### src/rtl/instr_fetch_unit.sv
// Fetch stage for the Gambling_Tec core: PC, synchronous ROM read issue, one-entry
// skid register for core stalls, and zero-bubble branch redirect.
//
// Handshake: the instruction on Instruction/instr_pc is offered whenever instr_valid=1
// and is taken by the core in any cycle where stall=0 or branch_taken=1; otherwise the
// same instruction and PC are offered again next cycle.
module instr_fetch_unit #(
  parameter int                ADDR_W    = 32,
  parameter logic [ADDR_W-1:0] RESET_PC  = '0,
  parameter logic [31:0]       NOP_INSTR = 32'hE1A0_0000
) (
  input  logic              clk,
  input  logic              rst,
  output logic [ADDR_W-1:0] imem_addr,
  output logic              imem_rd_en,
  input  logic [31:0]       imem_rdata,
  output logic [31:0]       Instruction,
  output logic              instr_valid,
  output logic [ADDR_W-1:0] instr_pc,
  input  logic              stall,
  input  logic              branch_taken,
  input  logic [ADDR_W-1:0] branch_target,
  output logic [31:0]       instr_count,
  output logic [1:0]        dbg_state_o
);

  typedef enum logic [1:0] {
    ST_FETCH = 2'd0,
    ST_RUN   = 2'd1,
    ST_HOLD  = 2'd2
  } state_e;

  localparam logic [ADDR_W-1:0] PC_STEP = ADDR_W'(4);

  state_e            state_q;
  logic [ADDR_W-1:0] pc_q;
  logic [ADDR_W-1:0] out_pc_q;
  logic [31:0]       skid_q;
  logic [31:0]       count_q;
  logic              valid_q;

  logic              issue;
  logic              consume;
  logic [ADDR_W-1:0] target_aligned;
  logic [ADDR_W-1:0] issue_addr;
  logic              unused_tgt_lsbs;

  assign target_aligned  = {branch_target[ADDR_W-1:2], 2'b00};
  assign unused_tgt_lsbs = ^branch_target[1:0];

  // A redirect always wins; FETCH issues unconditionally since nothing is presented yet.
  assign issue      = (state_q == ST_FETCH) || branch_taken || !stall;
  assign issue_addr = branch_taken ? target_aligned : pc_q;
  assign consume    = valid_q && (branch_taken || !stall);

  assign imem_rd_en = !rst && issue;
  assign imem_addr  = rst ? RESET_PC : issue_addr;

  always_comb begin
    Instruction = NOP_INSTR;
    case (state_q)
      ST_RUN:  Instruction = imem_rdata;
      ST_HOLD: Instruction = skid_q;
      default: Instruction = NOP_INSTR;
    endcase
  end

  assign instr_valid = valid_q;
  assign instr_pc    = out_pc_q;
  assign instr_count = count_q;
  assign dbg_state_o = state_q;

  always_ff @(posedge clk or posedge rst) begin
    if (rst) begin
      state_q  <= ST_FETCH;
      valid_q  <= 1'b0;
      pc_q     <= RESET_PC;
      out_pc_q <= RESET_PC;
      skid_q   <= 32'd0;
      count_q  <= 32'd0;
    end else begin
      count_q <= count_q + {31'd0, consume};
      if (issue) begin
        state_q  <= ST_RUN;
        valid_q  <= 1'b1;
        out_pc_q <= issue_addr;
        pc_q     <= issue_addr + PC_STEP;
      end else if (state_q == ST_RUN) begin
        // ROM data is only good this cycle, so capture it before it goes stale.
        skid_q  <= imem_rdata;
        state_q <= ST_HOLD;
      end
    end
  end

endmodule

### config.mk
export PLATFORM = sky130hd
export DESIGN_NAME = instr_fetch_unit
export DESIGN_NICKNAME = d
export VERILOG_FILES = /design/src/rtl/instr_fetch_unit.sv
export SDC_FILE = /design/constraint.sdc
export NUM_CORES = 1
export LEC_CHECK = 0
export ABC_CLOCK_PERIOD_IN_PS = 7100
export CAP_MARGIN = 20
export CORE_ASPECT_RATIO = 1.1
export CORE_MARGIN = 5
export CORE_UTILIZATION = 49
export DETAILED_ROUTE_END_ITERATION = 6
export GPL_TIMING_DRIVEN = 0
export PLACE_DENSITY = 0.81
export SYNTH_ARGS = -nofsm -noshare
export SYNTH_HDL_FRONTEND = slang
export SYNTH_SLANG_ARGS = --single-unit
### constraint.sdc
create_clock -name clk -period 7.1 [get_ports clk]
set_input_delay 1.42 -clock clk [delete_from_list [all_inputs] [get_ports clk]]
set_output_delay 1.42 -clock clk [all_outputs]
set_load 0.1 [all_outputs]
Word level (Yosys, flattened, before mapping):

Index checks and enable logic that the tools add are counted.

* input port bits: 68
* logic and storage cells: 26
* register bits after elaboration: 131
* output and inout port bits: 132

* bitwise gates (word level): 1
* equality and inequality tests: 2
* reduce and logical (&&, ||, !) cells: 10
* add/subtract/negate cells: 2
* mux-type cells: 5

Operators with widths (count)
* $mux 32: 2
* $pmux 32 s2: 1
* $add 32x1->32: 1
* $add 32x3->32 const B: 1
* $mux 2: 2
* $logic_or 1x1->1: 3
* $eq 2x1->1 const B: 1
* $eq 2x2->1 const B: 1
* $logic_and 1x1->1: 2
* $logic_not 1->1: 2
* $logic_not 2->1: 1
* $reduce_and 2->1: 1
* $reduce_bool 2->1: 1
* $not 1->1: 1

Longest topological paths before layout:

Gate-level depths: netlist (run 1).

* depth in word-level cells: 5
* depth in mapped cells: 14
* mapped depth without buffers: 10

Least setup slack after synthesis (run 1):

OpenSTA, ideal clock, no wires.

* kind: input to output
* start point: input port rst
* end point: output port imem_addr[0]
* required time: 5.680 ns
* arrival time: 5.119 ns
* cell stages on the path: 2
* setup slack: 0.561 ns
* path through: inv_1 and2_1

* cells in the longest elaborated chain, start to end: 1

RTL lines
* start: declaration: RTL line 13 `input logic rst,`
* $mux 32: RTL line 57 `assign imem_addr = rst ? RESET_PC : issue_addr;`
* end: declaration: RTL line 14 `output logic [ADDR_W-1:0] imem_addr,`

Every way passes these cells.

Final worst setup path (run 1):

* start point: input port branch_taken
* end point: output port imem_addr[10]

* cells in the longest elaborated chain, start to end: 2

RTL lines
* start: declaration: RTL line 21 `input logic branch_taken,`
* $mux 32: RTL line 53 `assign issue_addr = branch_taken ? target_aligned : pc_q;`
* $mux 32: RTL line 57

Every way passes these cells.

==> flow_metrics.tcl, run 1 <==
set metrics [dict create \
    n_antenna_cell 0 \
    cp-start-kind "primary input" \
    ir_drop_mv 0.198 \
    cp.required_ns 5.68 \
    avgSynthCellArea_um2 9.78 \
    sw_frac_of_total_pct 42.7 \
    outcome "finished, final reports clean" \
    pin_count 200 \
    drv_slew 0 \
    slew_headroom_pct 29.9 \
    cts_resized 0 \
    power_density_nw_per_um2 291 \
    rows 47 \
    cts.htree.levels 4 \
    cts_setup_buffers 0 \
    path_class "primary input to output pin" \
    seq_power_share_pct 31.6 \
    grt_first_pass_wirelength_um 36800 \
    finalHoldViolations 0 \
    fin_worst_skew_ns 0.00729 \
    critPathArrivalTime_ns 5.10 \
    via_per_inst 5.66 \
    antenna_found_initial 0 \
    drc 0 \
    clock_latency_ns 0.42 \
    drtAntennaViolNets 0 \
    finalInstanceArea_um2 10300 \
    grt_pass1_vias 6941 \
    synth-edff-count 0 \
    synth_nets 836 \
    postPlaceCellArea_um2 9690 \
    cp.depth 9 \
    critical-path-max-stage-delay_ns 1.19 \
    drt-total-wl_um 22900 \
    synth_top_cell_area_share_pct 43.4 \
    power_mw 2.99 \
    finalSetupTns_ns 0 \
    drt_pass1_iterations 5 \
    dieHeight_um 139 \
    ys.flop_type "dfrtp_1" \
    hp-class "register to register" \
    vias 6718 \
    synthTopCellsByArea "dfrtp_1, xnor2_1, mux2i_1" \
    ys_seq_elements 129 \
    dp_slack_ns 0.654 \
    nets 1053 \
    cp_max_fo 10 \
    core_area_um2 15000 \
    globalplace.congestion 0.933 \
    dp_hpwl_um 16700 \
    cts_tree "yes" \
    yosysWarningCount 0 \
    fillers 1169 \
    synth_most_common_cell "dfrtp_1" \
    p_clk_share_pct 29.5 \
    worst_slack_ns 0.582 \
    clk_path_buf_depth 2 \
    p_int_mw 1.71 \
    wire_per_inst_um 19.3 \
    finalSetupViolCount 0 \
    grt_overflow 0 \
    cts_num_sinks 129 \
    cpLargestDelayFamily "buffers and inverters" \
    yosysUniqueCellTypes 57 \
    crit_chain "clkdlybuf4s50_1, buf_6, buf_4, buf_2, buf_1, buf_2, nand2_1, a21oi_1, clkdlybuf4s50_1" \
    fin_crit_ns 6.52 \
    rr_worst_depth 9 \
    track_usage_pct 26.1 \
    synthTopCellsByCount "dfrtp_1, nand2_1, xnor2_1, mux2i_1, nor2_1" \
    area_growth_syn_to_layout_pct 38.2 \
    io_buffers 197 \
    critPathBufInv 7 \
    drive_gt1_share_pct 11.1 \
    fp.dieArea_um2 17800 \
    die_x_um 127 \
    endpoint_kind "output pin" \
    critPathSlowestCell "clkdlybuf4s50_1" \
    power.leakage_nw 4.26 \
    combPwrFrac_pct 38.9 \
    synthCells 761 \
    maxCapViolations 0 \
    synth-seq-area-share_pct 43.4 \
    dr.first_iter.drc_count 535 \
    synth_top_cell_by_area "dfrtp_1" \
    tightest_slew_ns 1.05 \
    synth_area_um2 7440 \
    rsz0062_at_grt "no" \
    finalCritPeriodShare_pct 91.8 \
    grt_max_degree 96 \
    ys_async_sr_fraction_pct 100 \
    start_util_pct 49.6 \
    holdBufCountCts 0 \
    min_path_cells 1 \
    cts_buffers 17 \
    timing.fmax_ghz 0.153 \
    clk_pin_slew_ns 0.06 \
    ctsRootBufferMaster "clkbuf_16" \
    utilization_pct 68.6 \
    p_switching_mw 1.28 \
]
logic make-up after synthesis:
kind of cell / share of synthesized area (%)
AO/OA/AOI/OAI: 11.7
XOR/XNOR: 8.71
adder cells (fa/ha/maj): 1.18
buffers and inverters: 3.80
flip-flops: 43.4
multiplexers: 11.0
AND/OR/NAND/NOR: 20.2
stage by stage:
stage / cells / hold WS, ns
2_1_floorplan: 761 / 0.459
3_3_place_gp: 1154 / 0.467
3_5_place_dp: 1155 / 0.473
4_1_cts: 1186 / 0.481
5_1_grt: 1186 / 0.493
6_report: 1186 / 0.484
layout make-up:
class                           instances  area [um^2]  area share [%]
Tap cell                              196          245            2.38
Multi-Input combinational cell        573         3930            38.2
Clock buffer                           17          425            4.14
Inverter                               11         46.3           0.450
Clock inverter                         14          168            1.63
Buffer                                 48          241            2.35
Sequential cell                       129         3230            31.4
Timing Repair Buffer                  198         2000            19.4
path summary, 6_finish.rpt:
path / start / endpoint / slack (ns)
setup / recovery: branch_taken / imem_addr[10] / 0.58
hold / removal: instr_count[31]$_DFF_PP0_ / instr_count[31]$_DFF_PP0_ / 0.48
setup reg to reg: dbg_state_o[0]$_DFFE_PP0P_ / pc_q[5]$_DFFE_PP0P_ / 4.29
hold reg to reg: instr_count[31]$_DFF_PP0_ / instr_count[31]$_DFF_PP0_ / 0.48
max in group asynchronous: rst / instr_count[5]$_DFF_PP0_ / 4.83
min in group asynchronous: rst / instr_pc[23]$_DFFE_PP0P_ / 1.47
power groups by stage:
stage / Combinational, mW / Clock, mW / Sequential, mW
3_5_place_dp: 1.16 / 0 / 0.957
4_1_cts: 1.17 / 0.890 / 0.945
6_report: 1.16 / 0.882 / 0.947
5_1_grt: 1.22 / 0.925 / 0.963
2_1_floorplan: 0.565 / 0 / 1.24
3_3_place_gp: 1.15 / 0 / 0.950
flip-flops by register name (all words and copies together) (netlist names):
| name | flops |
|---|---|
| pc_q | 32 |
| instr_count | 32 |
| skid_q | 32 |
| dbg_state_o | 2 |
| instr_pc | 30 |
| instr_valid | 1 |
routing by layer:
metal / global-route usage (%) / vias up / wire (um)
met5: 0 / - / 0
met4: 11.0 / 0 / 774
met3: 6.25 / 61 / 1940
met2: 42.3 / 330 / 10900
met1: 33.4 / 3230 / 9360
li1: - / 3097 / -
layout by cell type (no fill, tap or decap), drive strengths merged, types with 12 or more instances in the layout:
master         count
o21ai             37
clkdlybuf4s50    197
mux2              33
nand2             97
nor2b             31
a22oi             37
xor2              17
buf               24
nor3              12
a21oi             33
nor2              47
nand4             16
clkbuf            42
dfrtp            129
mux2i             45
xnor2             57
nand3             40
(Power assumes the default switching activity.)
==> run 2: changes to the inputs <==
- ABC_AREA: not set -> 1
==> flow_metrics.tcl, run 2 <==
set metrics [dict create \
    cp-start-kind "primary input" \
    whs_endpoint "instr_count[31]$_DFF_PP0_" \
    grt-busiest-layer "met2" \
    ys_seq_elements 129 \
    seq_power_share_pct 30.7 \
    fillers 1171 \
    dieHeight_um 137 \
    endpoint_kind "output pin" \
    vias 7385 \
    drtAntennaViolNets 0 \
    mostFrequentLayoutCells "nand2_1, clkdlybuf4s50_1, nor2_1" \
    dp_cells 1364 \
    cts_tree "yes" \
    dp_slack_ns 1.25 \
    min_path_cells 1 \
    clk_path_buf_depth 2 \
    sw_frac_of_total_pct 43.3 \
    min_from "instr_count[31]$_DFF_PP0_" \
    rows 46 \
    maxCapViolations 0 \
    ctsRootBufferMaster "clkbuf_16" \
    finalSetupTns_ns 0 \
    grt_first_pass_wirelength_um 36300 \
    final_cells 1397 \
    cts_buffers 17 \
    r2r-start "instr_valid$_DFFE_PP0P_" \
    rr_worst_depth 13 \
    drt-total-wl_um 22900 \
    power_density_nw_per_um2 299 \
    synth-seq-area-share_pct 44.6 \
    via_per_inst 5.29 \
    cts_num_sinks 129 \
    fin_worst_skew_ns 0.00844 \
    synthTopCellsByArea "dfrtp_1, nand2_1, nor2_1" \
    synth_top_family_by_area "simple AND/OR/NAND/NOR gates" \
    use_met3_pct 6.05 \
    postPlaceCellArea_um2 9470 \
    synth_nets 1050 \
    ys_async_sr_fraction_pct 100 \
    drt_pass1_iterations 6 \
    wire_per_inst_um 16.4 \
    fp.dieArea_um2 17300 \
    ir_drop_mv 0.202 \
    synthTopCellsByCount "nand2_1, nor2_1, dfrtp_1, inv_1, nand3_1" \
    r2r-end "instr_count[24]$_DFF_PP0_" \
    finalInstanceArea_um2 10100 \
    finalSetupViolCount 0 \
    grt_pass1_vias 7229 \
    synth-edff-count 0 \
    synth_area_um2 7240 \
    p_int_mw 1.71 \
    holdBufCountCts 0 \
    die_x_um 126 \
    rrSetupSlack_ns 4.79 \
    core_area_um2 14400 \
    p_switching_mw 1.30 \
    antenna_found_initial 0 \
    synth.area.mux_share_pct 4.04 \
    ys.flop_type "dfrtp_1" \
    track_usage_pct 26.5 \
    dr.first_iter.drc_count 620 \
    nets 1266 \
    hp-class "register to register" \
    final_common_cell "nand2_1" \
    path_class "primary input to output pin" \
    gr-usage-met1_pct 32.6 \
    synth_top_cell_area_share_pct 44.6 \
    tightest_slew_ns 1.04 \
    rsz0062_at_grt "no" \
    synth-xor-area-share_pct 3.39 \
    drc 0 \
    drive_gt1_share_pct 7.48 \
    p_clk_share_pct 30.1 \
    power.leakage_nw 4.64 \
    yosysWarningCount 0 \
    power_mw 3.01 \
    met2_usage_pct 45.4 \
    worst_slack_ns 1.18 \
    synth_most_common_cell "nand2_1" \
    synthAdderAreaFrac_pct 1.21 \
    synth-compound-area-share_pct 7.28 \
    cp.required_ns 5.68 \
    avgSynthCellArea_um2 7.43 \
    io_buffers 196 \
    yosys.area_share.simple_pct 31.6 \
    synth_top_cell_by_area "dfrtp_1" \
    outcome "finished, final reports clean" \
    timing.fmax_ghz 0.169 \
    clk_pin_slew_ns 0.06 \
    dp_hpwl_um 17000 \
    grt_max_degree 97 \
    area_growth_syn_to_layout_pct 39.4 \
    cts.htree.levels 4 \
    yosysUniqueCellTypes 35 \
    cp_max_fo 10 \
    cts_setup_buffers 0 \
    globalplace.congestion 0.956 \
    cts_resized 0 \
    slew_headroom_pct 30.4 \
    pin_count 200 \
    combPwrFrac_pct 39.1 \
    clock_latency_ns 0.43 \
    finalHoldViolations 0 \
    finalCritPeriodShare_pct 83.4 \
    start_util_pct 50.1 \
    drv_slew 0 \
    synthCells 975 \
    fin_crit_ns 5.92 \
    critPathArrivalTime_ns 4.50 \
    grt_overflow 0 \
]
## run 2: cell types whose count changed after synthesis, sizes merged, moves of 6 or more
cell,delta
nand2,+219
and3,-10
inv,+84
a22oi,-37
o21ai,+13
nand3,+16
mux2,-7
nor2b,-31
a21boi,-7
mux2i,-45
nor2,+103
nand2b,-6
xnor2,-45
## run 2: worst max-delay path by stage
stage,from,cells after the start,endpoint,slack [ns]
after floorplan,rst,3,imem_addr[20],0.43
after global placement,rst,4,imem_addr[20],-1.25
after detailed placement,branch_taken,8,imem_rd_en,1.25
after CTS,branch_taken,8,imem_rd_en,1.23
after global routing,branch_taken,8,imem_rd_en,1.05
final,branch_taken,8,imem_rd_en,1.18
## run 2: metrics by stage
stage                     util, %  hold WS (ns)
final                        69.8         0.484
after global routing         69.8         0.495
after CTS                    69.8         0.484
after detailed placement     65.6         0.467
after global placement       65.4         0.457
after floorplan                 -         0.449
## run 2: area by class of cell
class	instances	area [um^2]	share of cell area (%)
antenna	1	2.50	0.0248
buffer	41	219	2.17
clock buffer	19	453	4.49
clock inverter	13	159	1.58
inverter	94	358	3.55
multi-input combinational	711	3440	34.1
sequential	129	3230	32.0
tap	192	240	2.38
timing repair buffer	197	1990	19.7
## run 2: critical path: stages
cell	delay (ns)
clkdlybuf4s50_1	0.52
inv_2	0.25
nand2_1	0.13
nor2_4	0.20
buf_2	0.33
clkbuf_1	0.56
nor2_1	0.09
clkdlybuf4s50_1	0.99
## run 2: per-layer routing
metal  vias to the layer above  share of wire [%]
li1                       3513                  -
met2                       351                 48
met1                      3461                 40
met4                         0                3.1
met3                        60                8.2
met5                         -                  0
## run 2: cells by family (layout without fill, tap and decap cells)
family,after synthesis,after routing
AO/OA/AOI/OAI,97,97
XOR/XNOR,28,28
adder cells (fa/ha/maj),7,7
buffers and inverters,135,364
flip-flops,129,129
multiplexers,26,26
other,0,1
AND/OR/NAND/NOR,553,553
## run 2: power groups by stage
stage,Combinational [mW],Clock [mW],Sequential (mW)
3_3_place_gp,1.16,0,0.928
6_report,1.18,0.908,0.925
3_5_place_dp,1.18,0,0.935
5_1_grt,1.23,0.947,0.939
4_1_cts,1.18,0.915,0.924
2_1_floorplan,0.562,0,1.24
